### src/rtl/rvc_asap_pkg.sv
// Shared types for the rvc_asap VGA memory path.
//   t_vga_arb_state : arbiter FSM states (idle / VGA burst in flight)
//   t_vga_arb_owner : which requester owns a memory slot
//   VGA_BURST_LEN   : words per scan-line burst (320 px / 32 px-per-word)
//   VGA_ADDR_W      : word address width of the VGA memory
package rvc_asap_pkg;
  typedef enum logic {ARB_IDLE, ARB_VGA_BURST} t_vga_arb_state;
  typedef enum logic {GNT_CORE, GNT_VGA} t_vga_arb_owner;
  localparam int VGA_BURST_LEN = 10;
  localparam int VGA_ADDR_W    = 14;
endpackage

### src/rtl/rvc_asap_rr_arb2.sv
// Two-way round-robin grant with a LastGrant flop.
//   clk, rst            : clock, async active-high reset
//   en                  : arbitration allowed this cycle (transfer boundary)
//   req_core, req_vga   : requests
//   gnt_core, gnt_vga   : one-hot (or zero) grants, combinational
// On a tie the grant goes to whoever did not win last. Reset leaves
// LastGrant = CORE, so the VGA side wins the first tie.
module rvc_asap_rr_arb2
  import rvc_asap_pkg::*;
(
  input  logic clk,
  input  logic rst,
  input  logic en,
  input  logic req_core,
  input  logic req_vga,
  output logic gnt_core,
  output logic gnt_vga
);

  t_vga_arb_owner last_q, last_d;

  always_comb begin
    gnt_core = 1'b0;
    gnt_vga  = 1'b0;
    if (en) begin
      if (req_core && req_vga) begin
        gnt_vga  = (last_q == GNT_CORE);
        gnt_core = (last_q == GNT_VGA);
      end else begin
        gnt_core = req_core;
        gnt_vga  = req_vga;
      end
    end
    last_d = last_q;
    if (gnt_core)     last_d = GNT_CORE;
    else if (gnt_vga) last_d = GNT_VGA;
  end

  always_ff @(posedge clk or posedge rst) begin
    if (rst) last_q <= GNT_CORE;
    else     last_q <= last_d;
  end

endmodule

### src/rtl/rvc_asap_5pl_vga_mem_arb.sv
// Arbiter sharing the single-port VGA memory between the core load/store
// port (single beats) and the VGA scan-out fetcher (BURST_LEN-word bursts).
//   Clock, Rst          : clock, async active-high reset
//   CoreReq* / CoreRsp* : core request (ready same cycle) and read response
//   VgaReq*  / VgaRsp*  : burst request and per-beat read responses
//   Mem*                : memory strobe/address/data, MemRdData 1 cycle later
//   CoreStallCnt        : saturating count of cycles the core was held off
// Arbitration happens only in ARB_IDLE; once a burst starts it runs for
// BURST_LEN consecutive cycles and cannot be preempted.
module rvc_asap_5pl_vga_mem_arb
  import rvc_asap_pkg::*;
#(
  parameter int ADDR_W      = VGA_ADDR_W,
  parameter int BURST_LEN   = VGA_BURST_LEN,
  parameter int STALL_CNT_W = 16
) (
  input  logic                   Clock,
  input  logic                   Rst,
  input  logic                   CoreReqValid,
  input  logic                   CoreReqWr,
  input  logic [ADDR_W-1:0]      CoreReqAddr,
  input  logic [31:0]            CoreReqWrData,
  input  logic [3:0]             CoreReqByteEn,
  output logic                   CoreReqReady,
  output logic                   CoreRspValid,
  output logic [31:0]            CoreRspData,
  input  logic                   VgaReqValid,
  input  logic [ADDR_W-1:0]      VgaReqAddr,
  output logic                   VgaReqReady,
  output logic                   VgaRspValid,
  output logic [31:0]            VgaRspData,
  output logic                   VgaRspLast,
  output logic                   MemEn,
  output logic                   MemWr,
  output logic [ADDR_W-1:0]      MemAddr,
  output logic [31:0]            MemWrData,
  output logic [3:0]             MemByteEn,
  input  logic [31:0]            MemRdData,
  output logic [STALL_CNT_W-1:0] CoreStallCnt
);

  localparam int CNT_W = $clog2(BURST_LEN);

  t_vga_arb_state         state_q, state_d;
  logic [CNT_W-1:0]       beat_cnt_q, beat_cnt_d;
  logic [ADDR_W-1:0]      addr_q, addr_d;
  logic                   rsp_core_q, rsp_core_d;
  logic                   rsp_vga_q, rsp_vga_d;
  logic                   rsp_last_q, rsp_last_d;
  logic [STALL_CNT_W-1:0] stall_q, stall_d;
  logic                   gnt_core, gnt_vga;

  // Rst gates the grant so combinational outputs drop with the reset edge,
  // not one clock later.
  rvc_asap_rr_arb2 u_rr (
    .clk      (Clock),
    .rst      (Rst),
    .en       ((state_q == ARB_IDLE) && !Rst),
    .req_core (CoreReqValid),
    .req_vga  (VgaReqValid),
    .gnt_core (gnt_core),
    .gnt_vga  (gnt_vga)
  );

  always_comb begin
    state_d      = state_q;
    beat_cnt_d   = beat_cnt_q;
    addr_d       = addr_q;
    rsp_core_d   = 1'b0;
    rsp_vga_d    = 1'b0;
    rsp_last_d   = 1'b0;
    CoreReqReady = 1'b0;
    VgaReqReady  = 1'b0;
    MemEn        = 1'b0;
    MemWr        = 1'b0;
    MemAddr      = '0;
    MemWrData    = '0;
    MemByteEn    = '0;
    case (state_q)
      ARB_IDLE: begin
        if (gnt_core) begin
          CoreReqReady = 1'b1;
          MemEn        = 1'b1;
          MemWr        = CoreReqWr;
          MemAddr      = CoreReqAddr;
          MemWrData    = CoreReqWrData;
          MemByteEn    = CoreReqByteEn;
          rsp_core_d   = !CoreReqWr;
        end else if (gnt_vga) begin
          // Beat 0 goes out in the grant cycle; BURST_LEN >= 2 so it is never last.
          VgaReqReady  = 1'b1;
          MemEn        = 1'b1;
          MemAddr      = VgaReqAddr;
          addr_d       = VgaReqAddr + ADDR_W'(1);
          beat_cnt_d   = CNT_W'(1);
          rsp_vga_d    = 1'b1;
          state_d      = ARB_VGA_BURST;
        end
      end
      ARB_VGA_BURST: begin
        MemEn      = 1'b1;
        MemAddr    = addr_q;
        addr_d     = addr_q + ADDR_W'(1);
        beat_cnt_d = beat_cnt_q + CNT_W'(1);
        rsp_vga_d  = 1'b1;
        if (beat_cnt_q == CNT_W'(BURST_LEN - 1)) begin
          rsp_last_d = 1'b1;
          beat_cnt_d = '0;
          state_d    = ARB_IDLE;
        end
      end
      default: state_d = ARB_IDLE;
    endcase

    stall_d = stall_q;
    if (CoreReqValid && !CoreReqReady && (stall_q != {STALL_CNT_W{1'b1}}))
      stall_d = stall_q + STALL_CNT_W'(1);
  end

  always_ff @(posedge Clock or posedge Rst) begin
    if (Rst) begin
      state_q    <= ARB_IDLE;
      beat_cnt_q <= '0;
      addr_q     <= '0;
      rsp_core_q <= 1'b0;
      rsp_vga_q  <= 1'b0;
      rsp_last_q <= 1'b0;
      stall_q    <= '0;
    end else begin
      state_q    <= state_d;
      beat_cnt_q <= beat_cnt_d;
      addr_q     <= addr_d;
      rsp_core_q <= rsp_core_d;
      rsp_vga_q  <= rsp_vga_d;
      rsp_last_q <= rsp_last_d;
      stall_q    <= stall_d;
    end
  end

  assign CoreRspValid = rsp_core_q;
  assign CoreRspData  = rsp_core_q ? MemRdData : 32'h0;
  assign VgaRspValid  = rsp_vga_q;
  assign VgaRspData   = rsp_vga_q ? MemRdData : 32'h0;
  assign VgaRspLast   = rsp_last_q;
  assign CoreStallCnt = stall_q;

endmodule

### config.mk
export PLATFORM = sky130hd
export DESIGN_NAME = rvc_asap_5pl_vga_mem_arb
export DESIGN_NICKNAME = d
export VERILOG_FILES = /design/src/rtl/rvc_asap_pkg.sv /design/src/rtl/rvc_asap_rr_arb2.sv /design/src/rtl/rvc_asap_5pl_vga_mem_arb.sv
export SDC_FILE = /design/constraint.sdc
export NUM_CORES = 1
export LEC_CHECK = 0
export CELL_PAD_IN_SITES_DETAIL_PLACEMENT = 2
export CELL_PAD_IN_SITES_GLOBAL_PLACEMENT = 2
export CORE_UTILIZATION = 15
export DETAILED_ROUTE_END_ITERATION = 16
export GPL_TIMING_DRIVEN = 0
export PLACE_DENSITY = 0.82
export SYNTH_ARGS = -nofsm -noshare
export SYNTH_HDL_FRONTEND = slang
export SYNTH_HIERARCHICAL = 1
export SYNTH_SLANG_ARGS = --single-unit
### constraint.sdc
create_clock -name Clock -period 3.5 [get_ports Clock]
set_clock_uncertainty 0.1 [all_clocks]
set_input_delay 0.7 -clock Clock [delete_from_list [all_inputs] [get_ports Clock]]
set_output_delay 0.7 -clock Clock [all_outputs]
set_load 0.02 [all_outputs]
==> impl_results.md, run 1 <==
- Critical path launch point type: input port
- Hold-critical path endpoint: CoreStallCnt[10]
- Area growth from synthesis to final layout: 95.1%
- Port-buffer cells: 237
- Total power divided by cell area: 608 mW/mm^2
- Die ar.: 0.0221 mm^2
- Buffer depth of the longest clock path: 2
- Setup repair after global routing missed its margin: false
- Maximum fanout count along the critical path: 6
- Slew at the pin with the worst max-slew slack: 1.02 ns
- Number of max-slew violations in the final report: 0
- Worst reg-to-reg path cell count: 9
- Total vias in the final route: 4261
- Async set or reset register ratio after synthesis: 1.00
- Status: finished, final reports clean
- Fraction of the cycle the final worst path needs: 0.973
- Number of synthesized flops with an enable pin: 0
- Count of endpoints failing setup in the final report: 0
- Number of nets in the layout: 783
- Register-to-register setup slack: 0.47 ns
- Endpoints failing hold: 0
- Hold Path Depth: 1
- Number of core rows: 53
- Total gr overflow: 0
- Initial antenna violation count: 2
- Detailed placer's ending HPWL: 13.8 mm
- Count of antenna-violating nets left after detailed routing: 0
- DR pass1 iterations: 4
- Number of H-tree branching levels: 2
- Clock slew seen by the registers of the worst setup and hold paths: 0.05 ns
- Count of yosys warnings during synthesis: 6
- Global-route wire length before repair: 26.7 mm
- Post-synthesis sequential element count: 39
- Post-route DRC: 0
- TritonCTS clock tree: yes
- Fmax: 0.294 GHz
- Min Hold Slack: 0.394 ns
- Number of global-route vias before repair: 4586
- Avg WL per Cell: 18.9 um
- Post-synthesis cell area: 0.00323 mm^2
- Number of primary I/O pins: 238
- Diodes inserted: 0
- Launch instance of the worst register-to-register path: state_q
- Footprint of the multi-input gates: 0.00222 mm^2
- Starting density of the core: 0.153
- Final period demand of the worst path: 3.40 ns
- Height of the die: 149 um
- All-layer global routing usage: 0.156
- Tightest Hold Check Type: flip-flop to flip-flop
- Area of the core: 0.0211 mm^2
- Top FF cell, synth: sky130_fd_sc_hd__dfrtp_1
- Cell leakage power: 2.79 nW
- Buffer cell driving the clock tree root: sky130_fd_sc_hd__clkbuf_16
- Weighted congestion at the end of routability-driven global placement: 0.744
- Top area cells in the synthesized netlist: sky130_fd_sc_hd__dfrtp_1 (30%), sky130_fd_sc_hd__and2_1 (13%), sky130_fd_sc_hd__and3_1 (10%)
- Critical hold path startpoint: CoreStallCnt[10]
- Count leader, synth: sky130_fd_sc_hd__and2_1
- Worst reg2reg path endpoint: addr_q[10]
- Number of clock sinks: 39
- Required time of the critical path: 2.70 ns
- Drt total wl: 18.0 mm
- Worst IR drop on VDD: 0.214 mV
- Critical Setup Path Class: input port to primary output
- Total power consumption of the routed design: 0.00383 W
- Number of inserted filler cells in the final layout: 2402
- Insertion delay of the later-clocked pin in the worst-skew pair: 0.28 ns
- Average cell area after synthesis: 7.78 um^2
- Sequential cell area: 976 um^2
- Post-synth top area cell: sky130_fd_sc_hd__dfrtp_1
- Relative max-transition margin: 0.320
- CTS Buf Count: 5
- Number of vias per cell after detailed routing: 4.47
- Crit. End Element: primary output
- Syn nets: 520
- Min setup slack post-route: 0.0962 ns
- Gate count after technology mapping: 415
- Number of violations of the max-capacitance limit: 0
- DRC violation total after the first TritonRoute iteration: 148
- Hold buffer count at cts: 0
- Die Wd: 149 um
- Proportion of layout cells with a drive suffix above 1: 0.172
- Maximum number of pins on one net before global-route repair: 39
- Fraction of the yosys area taken by sequential cells: 0.302
- Data arrival time of the critical path: 2.60 ns
- Area share of the largest cell type after synthesis: 0.302
- Unique cell type count in the Yosys netlist: 48
- Setup slack after placement: -1.89 ns
- Synth cell count leaders: sky130_fd_sc_hd__and2_1 (65), sky130_fd_sc_hd__and3_1 (53), sky130_fd_sc_hd__dfrtp_1 (39)
final cells by class:
type                            instances  area share
Timing Repair Buffer                  257       0.374
Multi-Input combinational cell        339       0.352
Sequential cell                        39       0.155
Tap cell                              275      0.0546
Buffer                                 25      0.0349
Clock buffer                            7      0.0210
Inverter                               11     0.00735
Clock inverter                          1    0.000794
flip-flops by register name, summed over array words and instances, names as in the netlist:
name / count
CoreRspValid: 1
CoreStallCnt: 16
VgaRspLast: 1
addr_q: 14
u_rr/last_q: 1
state_q: 1
beat_cnt_q: 4
VgaRspValid: 1
critical path, cell delays in order:
cell and delay [ns]:
sky130_fd_sc_hd__clkdlybuf4s50_1 0.72, sky130_fd_sc_hd__nand2_2 0.11, sky130_fd_sc_hd__a21oi_4 0.24, sky130_fd_sc_hd__inv_4 0.09, sky130_fd_sc_hd__buf_4 0.16, sky130_fd_sc_hd__and3_4 0.18, sky130_fd_sc_hd__a21oi_4 0.14, sky130_fd_sc_hd__o21ai_2 0.10
sky130_fd_sc_hd__buf_4 0.16
metal layers:
layer,part of all wire,track usage,wire (um)
met3,0.070,0.0301,1270
met5,0,0,0
met1,0.37,0.169,6740
met4,0.014,0.0366,248
met2,0.54,0.306,9740
placed cells by master, fill, tap and decap left out, types with 4 or more instances in the layout:
cell | synthesis | routed
sky130_fd_sc_hd__dfrtp_1 | 39 | 39
sky130_fd_sc_hd__buf_4 | 0 | 19
sky130_fd_sc_hd__a21oi_1 | 30 | 21
sky130_fd_sc_hd__clkbuf_1 | 21 | 14
sky130_fd_sc_hd__buf_6 | 1 | 7
sky130_fd_sc_hd__a211oi_1 | 5 | 5
sky130_fd_sc_hd__and2_1 | 65 | 65
sky130_fd_sc_hd__o21ai_1 | 0 | 7
sky130_fd_sc_hd__nand3_1 | 21 | 20
sky130_fd_sc_hd__mux2i_1 | 7 | 7
sky130_fd_sc_hd__inv_1 | 10 | 6
sky130_fd_sc_hd__a21oi_2 | 1 | 6
sky130_fd_sc_hd__o21ai_0 | 25 | 14
sky130_fd_sc_hd__ha_1 | 4 | 4
sky130_fd_sc_hd__o21ai_2 | 0 | 4
sky130_fd_sc_hd__and3_1 | 53 | 51
sky130_fd_sc_hd__clkbuf_16 | 0 | 6
sky130_fd_sc_hd__clkdlybuf4s50_1 | 0 | 183
sky130_fd_sc_hd__clkbuf_8 | 0 | 4
sky130_fd_sc_hd__a22o_1 | 4 | 4
sky130_fd_sc_hd__xnor2_1 | 10 | 10
sky130_fd_sc_hd__xor2_1 | 12 | 12
sky130_fd_sc_hd__buf_2 | 1 | 38
sky130_fd_sc_hd__nand2b_1 | 7 | 7
sky130_fd_sc_hd__nand2_1 | 35 | 33
sky130_fd_sc_hd__clkdlybuf4s15_1 | 0 | 4
sky130_fd_sc_hd__mux2_2 | 4 | 4
sky130_fd_sc_hd__nand4_1 | 6 | 6
sky130_fd_sc_hd__a21oi_4 | 0 | 4
sky130_fd_sc_hd__nor2_1 | 14 | 13
cell families after synthesis:
| group | synth area share |
|---|---|
| AND/OR/NAND/NOR | 0.380 |
| AO/OA/AOI/OAI | 0.161 |
| flip-flops | 0.302 |
| adder cells (fa/ha/maj) | 0.0155 |
| buffers and inverters | 0.0457 |
| XOR/XNOR | 0.0597 |
| multiplexers | 0.0356 |
how the worst max path moves through the flow:
stage                      start            end  slack, ns  depth (start not counted)
global route        CoreReqValid     MemAddr[0]      0.002                          9
global placement         state_q     MemAddr[0]      -1.90                         14
floorplan                state_q     MemAddr[0]       0.03                         13
detailed placement       state_q     MemAddr[0]      -1.89                         14
finish              CoreReqValid    MemAddr[13]        0.1                          9
CTS                      state_q  MemWrData[30]     0.0007                         13
stage by stage:
stage	instances	area (um^2)	utilization	setup TNS, ns
3_5_place_dp	927	5950	0.282	-77.59
6_report	954	6300	0.299	0
3_3_place_gp	927	5950	0.282	-76.14
2_1_floorplan	415	3240	-	0
5_1_grt	954	6300	0.299	0
4_1_cts	949	6230	0.296	0
where the power goes:
group	total (W)	leakage, nW	switching (W)	internal [W]
combinational	0.00259	2.24	0.00146	0.00114
clock	0.000449	0.0679	0.000185	0.000264
sequential	0.000790	0.483	0.000190	0.000600
total	0.00383	2.79	0.00183	0.00200
repair_timing:
action                     in CTS  in global routing
gates resized for setup       247                 38
buffers inserted               12                  6
cloned                          2                  0
setup endpoints to repair      89                 54
pin swaps                       3                  4
Note: power is estimated with default switching activity, not from simulation.
==> inputs of run 2 (changes only) <==
--- a/config.mk
+++ b/config.mk
@@ -7,11 +7,10 @@
 export LEC_CHECK = 0
 export CELL_PAD_IN_SITES_DETAIL_PLACEMENT = 2
 export CELL_PAD_IN_SITES_GLOBAL_PLACEMENT = 2
-export CORE_UTILIZATION = 15
+export CORE_UTILIZATION = 16
 export DETAILED_ROUTE_END_ITERATION = 16
 export GPL_TIMING_DRIVEN = 0
-export PLACE_DENSITY = 0.82
+export PLACE_DENSITY = 0.85
 export SYNTH_ARGS = -nofsm -noshare
 export SYNTH_HDL_FRONTEND = slang
-export SYNTH_HIERARCHICAL = 1
 export SYNTH_SLANG_ARGS = --single-unit
==> run 2 against run 1 <==
Combinational power is 17% lower. Highest routed layer unchanged. First-iteration DRC count down 32%. Area after synthesis down 0.70%. Routed wire length is 18% lower. Sequential power rose by 4.1%. Die area down 6.8%. Critical path type unchanged. Register-to-register slack gained 0.26 ns. Global-route usage fell by 1.6 points.
==> impl_results.md, run 2 <==
- Cell leakage power: 2.81 nW
- Proportion of layout cells with a drive suffix above 1: 0.0816
- Area share of the largest cell type after synthesis: 0.304
- Simple-gate share of the synthesized area: 0.367
- Clock slew seen by the registers of the worst setup and hold paths: 0.06 ns
- Worst IR drop on VDD: 0.258 mV
- Most common cell after layout, fill and taps aside: sky130_fd_sc_hd__clkdlybuf4s50_1
- Area growth from synthesis to final layout: 93.3%
- Global-route wire length before repair: 22.5 mm
- Number of max-slew violations in the final report: 0
- Critical path launch point type: input port
- Number of primary I/O pins: 238
- Count leader, synth: sky130_fd_sc_hd__and2_1
- Post-synthesis cell area: 0.00321 mm^2
- Min Hold Slack: 0.391 ns
- Fraction of the cycle the final worst path needs: 0.974
- Post-synthesis compound-gate area fraction: 0.152
- Unique cell type count in the Yosys netlist: 59
- Diodes inserted: 0
- Share of the synthesized netlist area taken by xor and xnor gates: 0.0819
- Starting density of the core: 0.164
- Area of the core: 0.0195 mm^2
- Status: finished, final reports clean
- Buffer depth of the longest clock path: 2
- Total power consumption of the routed design: 0.00359 W
- Drt total wl: 14.8 mm
- Fmax: 0.293 GHz
- Flip-flop count of the largest register after layout: 16
- Footprint of the multi-input gates: 0.00210 mm^2
- CTS Buf Count: 5
- Tightest Hold Check Type: flip-flop to flip-flop
- Detailed placer's ending HPWL: 12.1 mm
- Weighted congestion at the end of routability-driven global placement: 0.762
- Required time of the critical path: 2.70 ns
- Crit. End Element: primary output
- Number of vias per cell after detailed routing: 4.33
- Placed Instances: 887
- Number of violations of the max-capacitance limit: 0
- Relative max-transition margin: 0.530
- Insertion delay of the later-clocked pin in the worst-skew pair: 0.28 ns
- Multiplexer area fraction after synthesis: 0.0300
- Critical Setup Path Class: input port to primary output
- Non-Filler Instances: 902
- Initial antenna violation count: 0
- Average cell area after synthesis: 8.35 um^2
- Avg WL per Cell: 16.4 um
- Number of nets in the layout: 741
- Data arrival time of the critical path: 2.61 ns
- Number of inserted filler cells in the final layout: 2198
- Most used cells in the layout excluding fill and tap cells: sky130_fd_sc_hd__clkdlybuf4s50_1 (189), sky130_fd_sc_hd__and2_1 (102), sky130_fd_sc_hd__dfrtp_1 (39)
- Setup repair after global routing missed its margin: false
- Synth cell count leaders: sky130_fd_sc_hd__and2_1 (102), sky130_fd_sc_hd__dfrtp_1 (39), sky130_fd_sc_hd__nand2_1 (38)
- Total vias in the final route: 3907
- Slew at the pin with the worst max-slew slack: 0.698 ns
- Syn nets: 489
- Height of the die: 144 um
- Number of synthesized flops with an enable pin: 0
- Number of core rows: 51
- Post-route DRC: 0
- Count of endpoints failing setup in the final report: 0
- Maximum fanout count along the critical path: 10
- DRC violation total after the first TritonRoute iteration: 100
- Number of global-route vias before repair: 4221
- Count of antenna-violating nets left after detailed routing: 0
- Maximum number of pins on one net before global-route repair: 25
- Final period demand of the worst path: 3.41 ns
- Arithmetic-cell share of the synthesized area counting full adders, half adders and majority gates: 0.0156
- Hold buffer count at cts: 0
- TritonCTS clock tree: yes
- Post-synth top area cell: sky130_fd_sc_hd__dfrtp_1
- DR pass1 iterations: 4
- Die ar.: 0.0206 mm^2
- Total gr overflow: 0
- Die Wd: 144 um
- All-layer global routing usage: 0.140
- Endpoints failing hold: 0
- Buffer cell driving the clock tree root: sky130_fd_sc_hd__clkbuf_16
- Port-buffer cells: 237
- Total power divided by cell area: 580 mW/mm^2
- Sequential cell area: 976 um^2
- Fraction of the yosys area taken by sequential cells: 0.304
- Share of the core filled with cells: 0.318
- Main combinational cell family by area after synthesis: simple AND/OR/NAND/NOR gates
- Top FF cell, synth: sky130_fd_sc_hd__dfrtp_1
- Count of yosys warnings during synthesis: 0
- Post-synthesis sequential element count: 39
- Gate count after technology mapping: 384
- Number of clock sinks: 39
- Top area cells in the synthesized netlist: sky130_fd_sc_hd__dfrtp_1 (30%), sky130_fd_sc_hd__and2_1 (20%), sky130_fd_sc_hd__nand2_1 (4.4%)
- Number of H-tree branching levels: 2
- Async set or reset register ratio after synthesis: 1.00
## run 2: cell types whose count changed after synthesis, moves of 6 or more
cell | previous run | this run
sky130_fd_sc_hd__a222oi_1 | 1 | 9
sky130_fd_sc_hd__and3_1 | 53 | 2
sky130_fd_sc_hd__xnor2_1 | 10 | 16
sky130_fd_sc_hd__clkbuf_1 | 21 | 13
sky130_fd_sc_hd__a21oi_1 | 30 | 7
sky130_fd_sc_hd__nand3_1 | 21 | 15
sky130_fd_sc_hd__and2_1 | 65 | 102
sky130_fd_sc_hd__o21ai_0 | 25 | 10
## run 2: path summary, 6_finish.rpt
check                                 from         endpoint  slack [ns]  depth (start not counted)
max in group asynchronous              Rst  CoreStallCnt[5]        2.50                          3
min in group asynchronous              Rst    beat_cnt_q[1]        0.57                          3
setup reg to reg                   state_q       addr_q[10]        0.73                          9
setup / recovery               VgaReqValid       MemAddr[1]        0.09                          6
hold reg to reg            CoreStallCnt[8]  CoreStallCnt[8]        0.39                          1
hold / removal             CoreStallCnt[8]  CoreStallCnt[8]        0.39                          1
## run 2: cell families after synthesis
group,Yosys count
DFF,39
buffers and inverters,37
muxes,9
adders and majority gates,4
AOI/OAI and AO/OA,61
xor gates and xnor gates,30
and+or+nand+nor,204
## run 2: critical path, stage by stage
cell,delay (ns)
sky130_fd_sc_hd__clkdlybuf4s50_1,0.50
sky130_fd_sc_hd__and2b_2,0.28
sky130_fd_sc_hd__nor2_4,0.11
sky130_fd_sc_hd__buf_4,0.20
sky130_fd_sc_hd__a22o_1,0.18
sky130_fd_sc_hd__clkdlybuf4s50_1,0.63
## run 2: layout make-up
type | instances | share of cell area
clock buffer | 6 | 0.0208
timing repair buffer | 245 | 0.391
clock inverter | 2 | 0.00969
inverter | 16 | 0.0105
buffer | 21 | 0.0188
sequential | 39 | 0.157
tap | 265 | 0.0535
multi-input combinational | 308 | 0.339
## run 2: timing repair
action / in CTS / in global routing
buffers inserted: 5 / 2
gates resized for setup: 54 / 14
gates cloned: 0 / 0
endpoints found under the setup margin: 53 / 13
pin swaps: 4 / 1
## run 2: metal layers
| metal | global-route usage | share of wire | vias up |
|---|---|---|---|
| li1 | - | - | 1825 |
| met1 | 0.148 | 0.38 | 1878 |
| met2 | 0.270 | 0.51 | 197 |
| met3 | 0.0407 | 0.10 | 7 |
| met4 | 0.0325 | 0.0089 | 0 |
| met5 | 0 | 0 | - |
## run 2: stage by stage
stage	worst slack [ns]	TNS (ns)	area (um^2)
floorplan	0.00642	0	3210
global placement	-1.84	-38.15	5910
detailed placement	-0.961	-31.45	5930
CTS	0.000301	0	6160
global route	0.00673	0	6200
finish	0.0920	0	6200
## run 2: report_power, final
group	total, W	leakage (nW)	internal, W	switching (W)
logic	0.00216	2.24	0.000989	0.00117
clock network	0.000609	0.0911	0.000410	0.000199
registers	0.000822	0.475	0.000614	0.000208
total	0.00359	2.81	0.00201	0.00158
==> inputs of run 3 (changes only) <==
--- a/config.mk
+++ b/config.mk
@@ -7,6 +7,7 @@
 export LEC_CHECK = 0
 export CELL_PAD_IN_SITES_DETAIL_PLACEMENT = 2
 export CELL_PAD_IN_SITES_GLOBAL_PLACEMENT = 2
+export CORE_ASPECT_RATIO = 0.9
 export CORE_UTILIZATION = 16
 export DETAILED_ROUTE_END_ITERATION = 16
 export GPL_TIMING_DRIVEN = 0
==> run 3 against run 2 <==
Die area about the same. Setup slack better by 0.13 ns. Clock power shrank 8.5%. Maximum frequency rose by 3.9%.
==> impl_results.md, run 3 (synthesis gave the netlist of run 2 again) <==
- Slew at the pin with the worst max-slew slack: 0.608 ns
- Total gr overflow: 0
- Proportion of layout cells with a drive suffix above 1: 0.0818
- Total buffers and inverters traversed by the critical path: 5
- Area of the core: 0.0194 mm^2
- Maximum number of pins on one net before global-route repair: 25
- Number of max-slew violations in the final report: 0
- Most used cells in the layout excluding fill and tap cells: sky130_fd_sc_hd__clkdlybuf4s50_1 (183), sky130_fd_sc_hd__and2_1 (102), sky130_fd_sc_hd__dlygate4sd2_1 (51)
- Buffer cell driving the clock tree root: sky130_fd_sc_hd__clkbuf_16
- Post-route DRC: 0
- CTS Buf Count: 5
- Count of endpoints failing setup in the final report: 0
- Number of primary I/O pins: 238
- Insertion delay of the later-clocked pin in the worst-skew pair: 0.29 ns
- Endpoints failing hold: 0
- Relative max-transition margin: 0.590
- Clock slew seen by the registers of the worst setup and hold paths: 0.06 ns
- Fmax: 0.305 GHz
- Number of global-route vias before repair: 4079
- Hold Path Depth: 1
- Critical-path top delay cell: sky130_fd_sc_hd__clkdlybuf4s50_1
- DRC violation total after the first TritonRoute iteration: 126
- Status: finished, final reports clean
- Port-buffer cells: 237
- Tightest Hold Check Type: flip-flop to flip-flop
- Total power divided by cell area: 577 mW/mm^2
- Initial antenna violation count: 0
- Start point of the critical path: state_q
- Crit. End Element: primary output
- Number of vias per cell after detailed routing: 4.33
- Worst IR drop on VDD: 0.246 mV
- Most common cell after layout, fill and taps aside: sky130_fd_sc_hd__clkdlybuf4s50_1
- Combinational group share of total power: 0.610
- Min setup slack post-route: 0.221 ns
- Total power consumption of the routed design: 0.00354 W
- Buffer depth of the longest clock path: 2
- Number of nets in the layout: 740
- Global-route wire length before repair: 23.4 mm
- Detailed placer's ending HPWL: 12.8 mm
- Number of H-tree branching levels: 2
- Critical path launch point type: flip-flop
- Sequential cell area: 976 um^2
- Final period demand of the worst path: 3.28 ns
- Stage delay of the slowest cell on the critical path: 0.59 ns
- Crit path cell chain: buf_4 -> buf_2 -> inv_1 -> clkbuf_1 -> o21ai_0 -> clkdlybuf4s50_1
- Net switching component of the power: 0.00159 W
- Launch instance of the worst register-to-register path: state_q
- Sum of negative setup slack: 0 ns
- Share of total power in sequential cells: 0.233
- Fraction of the cycle the final worst path needs: 0.937
- Internal cell power: 0.00194 W
- Avg WL per Cell: 17.8 um
- Portion of total power attributed to the clock network: 0.157
- Cell leakage power: 2.71 nW
- Non-Filler Instances: 886
- DR pass1 iterations: 6
- Die Wd: 151 um
- Flip-flop count of the largest register after layout: 16
- Count of antenna-violating nets left after detailed routing: 0
- Setup slack after placement: -1.00 ns
- Weighted congestion at the end of routability-driven global placement: 0.726
- Area growth from synthesis to final layout: 91.3%
- All-layer global routing usage: 0.148
- Required time of the critical path: 2.70 ns
- Starting density of the core: 0.165
- Die ar.: 0.0206 mm^2
- Height of the die: 136 um
- Setup repair after global routing missed its margin: false
- Kind of cell with the highest combined delay on the critical path: buffers and inverters
- Footprint of the multi-input gates: 0.00210 mm^2
- Maximum fanout count along the critical path: 10
- Number of inserted filler cells in the final layout: 2172
- Hold buffer count at cts: 0
- Total number of cells along the worst setup path: 6
- Critical hold path startpoint: CoreStallCnt[8]
- Number of clock sinks: 39
- Diodes inserted: 0
- Switching fraction of total power: 0.450
- Worst reg-to-reg path cell count: 9
- TritonCTS clock tree: yes
- Critical Setup Path Class: flip-flop to primary output
- Total vias in the final route: 3840
- Placed Instances: 872
- Drt total wl: 15.7 mm
- Number of core rows: 48
- Number of violations of the max-capacitance limit: 0
- Data arrival time of the critical path: 2.48 ns
[run 3: cell type report]
type                            count  area share
Tap cell                          250      0.0510
Timing Repair Buffer              244       0.388
Inverter                           16      0.0106
Clock inverter                      2     0.00571
Buffer                             21      0.0200
Sequential cell                    39       0.159
Clock buffer                        6      0.0226
Multi-Input combinational cell    308       0.343
[run 3: timing repair]
item | 4_1_cts | 5_1_grt
gates resized for setup | 72 | 3
endpoints found under the hold margin | 0 | 0
setup buffers | 5 | 1
pin swaps | 4 | 1
endpoints found under the setup margin | 53 | 7
[run 3: routing by layer]
layer,wire [um],GRT usage,part of all wire
met2,7810,0.263,0.50
met3,1250,0.0332,0.079
met4,89,0.0250,0.0057
met5,0,0,0
met1,6580,0.183,0.42
[run 3: worst paths after layout]
check / endpoint / slack, ns
max reg2reg: addr_q[10] / 0.76
min: CoreStallCnt[8] / 0.42
max: MemEn / 0.22
min in group asynchronous: CoreStallCnt[9] / 0.49
min reg2reg: CoreStallCnt[8] / 0.42
max in group asynchronous: addr_q[11] / 2.42
[run 3: worst reg2reg max path: stages, from the launching register on]
cell,delay [ns]
sky130_fd_sc_hd__dfrtp_1,0.36
sky130_fd_sc_hd__buf_4,0.22
sky130_fd_sc_hd__buf_2,0.28
sky130_fd_sc_hd__mux2_2,0.23
sky130_fd_sc_hd__ha_1,0.25
sky130_fd_sc_hd__nand4b_1,0.21
sky130_fd_sc_hd__a21oi_1,0.37
sky130_fd_sc_hd__nand3_1,0.15
sky130_fd_sc_hd__xnor2_1,0.15
sky130_fd_sc_hd__a221o_1,0.31
[run 3: stage by stage]
| step | utilization | cell area (um^2) | hold slack [ns] |
|---|---|---|---|
| final | 0.316 | 6140 | 0.415 |
| after global routing | 0.316 | 6140 | 0.452 |
| after CTS | 0.316 | 6120 | 0.421 |
| after detailed placement | 0.305 | 5910 | 0.406 |
| after global placement | 0.304 | 5890 | 0.372 |
| after floorplan | - | 3210 | 0.358 |
[run 3: power groups by stage]
stage | Clock [W] | Sequential (W) | Combinational [W]
after detailed placement | 0 | 0.000832 | 0.00222
after CTS | 0.000568 | 0.000825 | 0.00218
after floorplan | 0 | 0.000838 | 0.00118
final | 0.000557 | 0.000823 | 0.00216
after global placement | 0 | 0.000822 | 0.00216
after global routing | 0.000583 | 0.000853 | 0.00234
